[config.mk]
export PLATFORM = sky130hd
export DESIGN_NAME = interface_ctrl
export DESIGN_NICKNAME = d
export VERILOG_FILES = /design/src/rtl/interface_ctrl.sv
export SDC_FILE = /design/constraint.sdc
export NUM_CORES = 1
export LEC_CHECK = 0
export BUFFER_PORTS_ARGS = -buffer_cell sky130_fd_sc_hd__buf_2
export CORE_UTILIZATION = 48
export CTS_BUF_LIST = sky130_fd_sc_hd__clkbuf_8
export CTS_CLUSTER_SIZE = 8
export DETAILED_ROUTE_END_ITERATION = 10
export GPL_TIMING_DRIVEN = 0
export HOLD_SLACK_MARGIN = 0.03
export PLACE_DENSITY = 0.88
export SLEW_MARGIN = 20
export SYNTH_ARGS = -nofsm -noshare
export SYNTH_HDL_FRONTEND = slang
export SYNTH_SLANG_ARGS = --single-unit
[constraint.sdc]
create_clock -name CLK -period 1.8 [get_ports CLK]
set_clock_uncertainty 0.05 [all_clocks]
set_input_delay 0.45 -clock CLK [delete_from_list [all_inputs] [get_ports CLK]]
set_output_delay 0.45 -clock CLK [all_outputs]
set_load 0.05 [all_outputs]
[src/rtl/interface_ctrl.sv]
// Board switch front-end plus channel selector that drives the LED bus.
// Latency: switch step to SW_STABLE in 2+DEBOUNCE_CYCLES cycles; SEL_OUT +1; RESTART +2.
// Backpressure: none; every output is a free-running register and CH_VALID is a plain strobe.
//
// Ports:
//   CLK, RST_N          clock, asynchronous active-low reset
//   SW                  raw switches: [0] soft clear, [1] hold, [2+:SEL_W] channel select
//   CH_DATA, CH_VALID   NUM_CH packed channels with per-channel sample strobes
//   SW_STABLE/RISE/FALL debounced switch levels and their one-cycle edge pulses
//   SEL_OUT, RESTART    applied channel index, one-cycle re-seed pulse for generators
//   LED                 displayed sample
module interface_ctrl #(
  parameter  int NUM_CH          = 4,
  parameter  int DATA_W          = 16,
  parameter  int DEBOUNCE_CYCLES = 512,
  localparam int SEL_W           = (NUM_CH > 1) ? $clog2(NUM_CH) : 1,
  localparam int NUM_SW          = 2 + SEL_W
) (
  input  logic                       CLK,
  input  logic                       RST_N,
  input  logic [NUM_SW-1:0]          SW,
  input  logic [NUM_CH*DATA_W-1:0]   CH_DATA,
  input  logic [NUM_CH-1:0]          CH_VALID,
  output logic [NUM_SW-1:0]          SW_STABLE,
  output logic [NUM_SW-1:0]          SW_RISE,
  output logic [NUM_SW-1:0]          SW_FALL,
  output logic [SEL_W-1:0]           SEL_OUT,
  output logic                       RESTART,
  output logic [DATA_W-1:0]          LED
);

  localparam int CNT_W = (DEBOUNCE_CYCLES > 1) ? $clog2(DEBOUNCE_CYCLES) : 1;
  localparam logic [CNT_W-1:0] CNT_MAX = CNT_W'(DEBOUNCE_CYCLES - 1);

  logic [NUM_SW-1:0]             sync1_q, sync2_q;
  logic [NUM_SW-1:0][CNT_W-1:0]  cnt_q, cnt_d;
  logic [NUM_SW-1:0]             stable_q, stable_d;
  logic [NUM_SW-1:0]             rise_q, rise_d;
  logic [NUM_SW-1:0]             fall_q, fall_d;
  logic [SEL_W-1:0]              sel_q, sel_d;
  logic                          sel_chg_q, sel_chg_d;
  logic                          restart_q, restart_d;
  logic [DATA_W-1:0]             led_q, led_d;

  logic [SEL_W-1:0]              sel_req;
  logic [DATA_W-1:0]             ch_arr [NUM_CH];

  // Debounce: a change is accepted only after DEBOUNCE_CYCLES consecutive
  // cycles of disagreement; any agreeing cycle restarts the count.
  always_comb begin
    stable_d = stable_q;
    rise_d   = '0;
    fall_d   = '0;
    cnt_d    = cnt_q;
    for (int i = 0; i < NUM_SW; i++) begin
      if (sync2_q[i] != stable_q[i]) begin
        if (cnt_q[i] == CNT_MAX) begin
          stable_d[i] = sync2_q[i];
          rise_d[i]   = sync2_q[i];
          fall_d[i]   = ~sync2_q[i];
          cnt_d[i]    = '0;
        end else begin
          cnt_d[i] = cnt_q[i] + 1'b1;
        end
      end else begin
        cnt_d[i] = '0;
      end
    end
  end

  // Out-of-range select codes (non-power-of-two NUM_CH) keep the old channel.
  always_comb begin
    sel_req = stable_q[2 +: SEL_W];
    sel_d   = (int'(sel_req) < NUM_CH) ? sel_req : sel_q;
    sel_chg_d = (sel_d != sel_q);
  end

  // sel_chg_q and rise_q[0] both mark "this cycle"; registering their OR gives
  // the pulse one cycle later, merging coincident causes into one pulse.
  assign restart_d = sel_chg_q | rise_q[0];

  always_comb begin
    for (int k = 0; k < NUM_CH; k++) begin
      ch_arr[k] = CH_DATA[k*DATA_W +: DATA_W];
    end
  end

  // LED blanks on the same edge RESTART rises, so it reads 0 while RESTART is high.
  always_comb begin
    led_d = led_q;
    if (stable_q[0]) begin
      led_d = '0;
    end else if (restart_d) begin
      led_d = '0;
    end else if (stable_q[1]) begin
      led_d = led_q;
    end else if (CH_VALID[sel_q]) begin
      led_d = ch_arr[sel_q];
    end
  end

  always_ff @(posedge CLK or negedge RST_N) begin
    if (!RST_N) begin
      sync1_q   <= '0;
      sync2_q   <= '0;
      cnt_q     <= '0;
      stable_q  <= '0;
      rise_q    <= '0;
      fall_q    <= '0;
      sel_q     <= '0;
      sel_chg_q <= 1'b0;
      restart_q <= 1'b0;
      led_q     <= '0;
    end else begin
      sync1_q   <= SW;
      sync2_q   <= sync1_q;
      cnt_q     <= cnt_d;
      stable_q  <= stable_d;
      rise_q    <= rise_d;
      fall_q    <= fall_d;
      sel_q     <= sel_d;
      sel_chg_q <= sel_chg_d;
      restart_q <= restart_d;
      led_q     <= led_d;
    end
  end

  assign SW_STABLE = stable_q;
  assign SW_RISE   = rise_q;
  assign SW_FALL   = fall_q;
  assign SEL_OUT   = sel_q;
  assign RESTART   = restart_q;
  assign LED       = led_q;

endmodule

# After elaboration in Yosys (flattened, before gate mapping)
# Cells that the tools add are included.
[totals]
ff_bits = 76
latch_bits = 0
ram_bits = 0
rom_bits = 0
input_bits = 74
word_cells = 77
mem_count = 0
[classes]
addsub = 4
multipliers = 0
div = 0
n_lt_le_gt_ge = 2
eq_ne = 10
shift = 0
n_mux = 33
bitwise_logic = 6
n_reduce_logical = 6
[op_table]
columns = ["operator", "n"]
rows = [
  ["$mux 16", 6],
  ["$mux 9", 8],
  ["$add 9x1->9 const B", 4],
  ["$eq 9x9->1 const B", 4],
  ["$bmux 16 s2", 1],
  ["$mux 1", 17],
  ["$reduce_and 2->1", 5],
  ["$ne 1x1->1", 4],
  ["$not 1->1", 4],
  ["$ge 3x3->1 const B", 1],
  ["$lt 2x3->1 const B", 1],
  ["$ne 3x2->1 const B", 1],
  ["$not 2->3", 1],
  ["$reduce_bool 3->1", 1],
  ["$bmux 1 s2", 1],
  ["$ne 2x2->1", 1],
  ["$or 1x1->1", 1],
]

# Logic depth before layout (Yosys ltp)
[logic_depth]
word_depth = 8
mapped_depth = 8
depth_no_buf = 7

# Worst setup path before layout
# OpenSTA, ideal clock, no wires.
[synth_timing]
kind = "register to register"
start = "register sel_q[1], in the netlist SEL_OUT[1]"
end = "register led_q[10], in the netlist LED[10]"
arrival_time_ns = 1.731
required_ns = 1.618
setup_slack_ns = -0.113
path_stages_with_launch = 6
path_buffers = 2
cell_sequence = "dfrtp_1 buf_4 buf_1 mux4_2 mux2i_1 nor2_1"
[synth_via]
elab_chain_cells = 8
word_cells_on_any_way = 12
classes_between = "mux (9); bitwise (1); reduce/logical (2)"
[synth_lines]
columns = ["element", "line", "text"]
rows = [
  ["start, declared", "40", "logic [SEL_W-1:0] sel_q, sel_d;"],
  ["start signal, assigned", "121", "sel_q <= sel_d;"],
  ["$not 2->3 (not written as such)", "98", "led_d = ch_arr[sel_q];"],
  ["$bmux 16 s2", "98", ""],
  ["$mux 16 (not written as such) (2 in a row)", "98", ""],
  ["$mux 16", "97", "end else if (CH_VALID[sel_q]) begin"],
  ["$mux 16", "95", "end else if (stable_q[1]) begin"],
  ["$mux 16", "93", "end else if (restart_d) begin"],
  ["$mux 16", "91", "if (stable_q[0]) begin"],
  ["end signal, assigned", "124", "led_q <= led_d;"],
  ["end, declared", "43", "logic [DATA_W-1:0] led_q, led_d;"],
]
# Several ways; a longest one is shown, not always the timed one. The select of a mux whose other input is x is not followed.
# A chain may end at the register's enable or synchronous reset.

==> results.yml <==
power:
  clock_power_share: 0.329
  power_leakage_nw: 2.18
  share_seq_of_total_power: 0.539
  total_power_mw: 3.37
  power.share.combinational: 0.132
  power.density_nw_per_um2: 774
  p_sw_frac: 0.259
  ir_worst_vdd_mv: 0.379
  total_switching_power_mw: 0.874
  intPower_mw: 2.50
final_layout:
  layout-drive-gt1-share: 0.360
  insertedDiodeCount: 0
  final_nets: 481
  design_area_sq_um: 4360
  layout_cells_excl_fill: 499
  flow.area_growth_from_synthesis_pct: 25.3
route:
  dr_total_vias: 2495
  drt_drc_violations_left: 0
  routedWlPerCell_um: 14.2
  drt_pre_antenna_iters: 4
  initialDrtViolationCount: 64
  detail_route.vias_per_cell: 5.00
  final_antenna_net_count: 0
  wirelength_um: 7090
synth:
  yosys_most_used_dff: "sky130_fd_sc_hd__dfrtp_1"
  synth_nets: 365
  synthTopCellsByCount: "76 x sky130_fd_sc_hd__dfrtp_1, 48 x sky130_fd_sc_hd__nor2_1, 18 x sky130_fd_sc_hd__mux2i_1"
  yosys.area.top_type: "sky130_fd_sc_hd__dfrtp_1"
  mappedNetlistArea_sq_um: 3480
  synthesis.yosys.warnings: 0
  sequential_area_share_after_synthesis: 0.547
  register_bit_total_from_synthesis: 76
  dominant_cells_by_area_after_synthesis: "sky130_fd_sc_hd__dfrtp_1 55%, sky130_fd_sc_hd__mux4_2 5.8%, sky130_fd_sc_hd__mux4_1 5.3%"
  synthMostInstantiatedCell: "sky130_fd_sc_hd__dfrtp_1"
  synthCells: 283
  post_synth.cell_area_avg_sq_um: 12.3
  synth_top_area_frac: 0.547
  yosysUniqueCellTypes: 30
  async_flop_share: 1.00
  synth_edf_count: 0
cts:
  worst_skew_pair.late_latency_ns: 0.34
  cts.sinks: 76
  cts_tree: "yes"
  cts_inserted_buffers: 9
  cts_max_level: 3
  worst_setup_hold_path_clk_slew_ns: 0.07
  longest_clk_path_bufs: 2
  clock-root-buffer: "sky130_fd_sc_hd__clkbuf_8"
critical_path:
  critPathSlowestCell: "sky130_fd_sc_hd__dfrtp_1"
  worst-r2r-setup-slack_ns: 0.12
  max_stage_delay_ns: 0.37
  worstPathArrival_ns: 1.86
  worst-setup-path-type: "register to register"
  crit_fanout: 8
  worst_setup_path_start_kind: "register"
  path_cells: "ha_1 > nand3_1 > nor2_2 > and3_1 > ha_2 > nand2b_4 > nor2_1"
  worst_ep_required_time_ns: 1.98
  setup.worst_path.end_class: "register"
global_route:
  initial_antenna_violation_count: 0
  grt_max_degree: 48
  via_count_of_the_first_global_routing_pass: 2492
  grt_pass1_wl_um: 11000
  gr-total-overflow: 0
  grt.total_usage: 0.195
die:
  io_pins: 105
  dieHeight_um: 87.1
  design.core.area_sq_um: 6910
  initial_core_utilization: 0.504
  chipWidth_um: 87.1
  design.die.area_sq_um: 7590
  rows: 30
outcome:
  outcome: "complete, no violations"
sta:
  fin_setup_tns_ns: 0
  relSlewSlack: 0.677
  clock.fmax_mhz: 596
  period_needed_ns: 1.68
  finalHoldViolCount: 0
  final_critical_path_setup_slack_ns: 0.121
  finalCritPeriodShare: 0.933
  timing_worst_slew_pin_value_ns: 0.484
  setup_viol: 0
  timing.final.max_slew_violations: 0
place:
  dpl_cell_area_sq_um: 4150
  io_buffers: 104
  placed_cells: 484
  gp_congestion: 0.775
  detailed_place_hpwl_um: 5390
  preCtsSetupSlack_ns: -0.141
flow_run:
  max-cap-violations: 0
hold_path:
  worst_hold_path_type: "input port to register"
==> power groups by stage <==
stage / combinational (mW) / sequential, mW / clock [mW]
6_report: 0.445 / 1.82 / 1.11
5_1_grt: 0.484 / 1.83 / 1.23
4_1_cts: 0.443 / 1.82 / 1.15
3_5_place_dp: 0.441 / 1.85 / 0
3_3_place_gp: 0.420 / 1.84 / 0
2_1_floorplan: 0.130 / 1.97 / 0
==> flip-flops by register name, summed over array words and instances, names as in the netlist <==
signal and flops:
RESTART 1, sync1_q 4, SW_STABLE 4, SW_RISE 4, SEL_OUT 2, LED 16, sel_chg_q 1, SW_FALL 4
cnt_q 36, sync2_q 4
==> critical path: cells and delay by family, from the launching register on <==
kind	cells	cell delay (ns)
simple gates	5	0.74
fa+ha+maj	2	0.41
flops	1	0.37
==> layer usage <==
| metal | track usage | share of wire | vias up |
|---|---|---|---|
| met1 | 0.215 | 0.39 | 1195 |
| met5 | 0 | 0 | - |
| met4 | 0.0745 | 0.018 | 0 |
| li1 | - | - | 1199 |
| met2 | 0.349 | 0.52 | 85 |
| met3 | 0.0626 | 0.073 | 16 |
==> final timing paths <==
kind,from,end,cells past startpoint
max,cnt_q[10],cnt_q[16],7
max in group asynchronous,RST_N,sync1_q[1],3
min,SW[0],sync1_q[0],1
max reg2reg,cnt_q[10],cnt_q[16],7
min reg2reg,sync1_q[1],sync2_q[1],0
min in group asynchronous,RST_N,RESTART,2
==> final cells by class <==
type | count | area (sq um)
clock inverter | 4 | 17.5
timing repair buffer | 109 | 583
sequential | 76 | 1900
buffer | 7 | 58.8
fill | 548 | 2550
clock buffer | 11 | 151
multi-input combinational | 187 | 1490
tap | 96 | 120
inverter | 9 | 33.8
==> cells in the final DEF (no fill, tap or decap), types with 5 or more instances in the layout <==
| cell type | netlist | layout |
|---|---|---|
| sky130_fd_sc_hd__or3_1 | 5 | 5 |
| sky130_fd_sc_hd__mux4_2 | 9 | 9 |
| sky130_fd_sc_hd__clkbuf_8 | 0 | 11 |
| sky130_fd_sc_hd__mux2i_1 | 18 | 18 |
| sky130_fd_sc_hd__nand3_1 | 11 | 11 |
| sky130_fd_sc_hd__nor3_1 | 5 | 5 |
| sky130_fd_sc_hd__dfrtp_1 | 76 | 74 |
| sky130_fd_sc_hd__buf_2 | 0 | 104 |
| sky130_fd_sc_hd__xnor2_1 | 13 | 13 |
| sky130_fd_sc_hd__ha_1 | 8 | 7 |
| sky130_fd_sc_hd__mux4_1 | 7 | 7 |
| sky130_fd_sc_hd__xor2_1 | 13 | 13 |
| sky130_fd_sc_hd__inv_1 | 9 | 11 |
| sky130_fd_sc_hd__nor2_1 | 48 | 47 |
| sky130_fd_sc_hd__buf_4 | 2 | 6 |
| sky130_fd_sc_hd__o21ai_0 | 8 | 8 |
| sky130_fd_sc_hd__nand2_1 | 15 | 15 |
==> stage by stage <==
stage,hold slack (ns),util
3_3_place_gp,0.283,0.597
5_1_grt,0.147,0.631
2_1_floorplan,0.104,-
4_1_cts,0.149,0.626
6_report,0.161,0.631
3_5_place_dp,0.287,0.601
==> cells by family (layout without fill, tap and decap cells) <==
logic type,count (synthesis),after routing,share of synthesized area
simple gates,106,106,0.142
flops,76,76,0.547
mux,34,34,0.163
xor+xnor,26,26,0.0655
buf+inv,20,140,0.0306
compound gates,13,13,0.0230
fa+ha+maj,8,8,0.0288
==> what timing repair did <==
item	in CTS	in global routing
resized for setup	2	5
pin swaps	0	1
setup buffers	0	3
endpoints found under the hold margin	29	0
hold buffers	1	0
endpoints found under the setup margin	25	42
No activity file was read; power rests on OpenSTA's default activity.
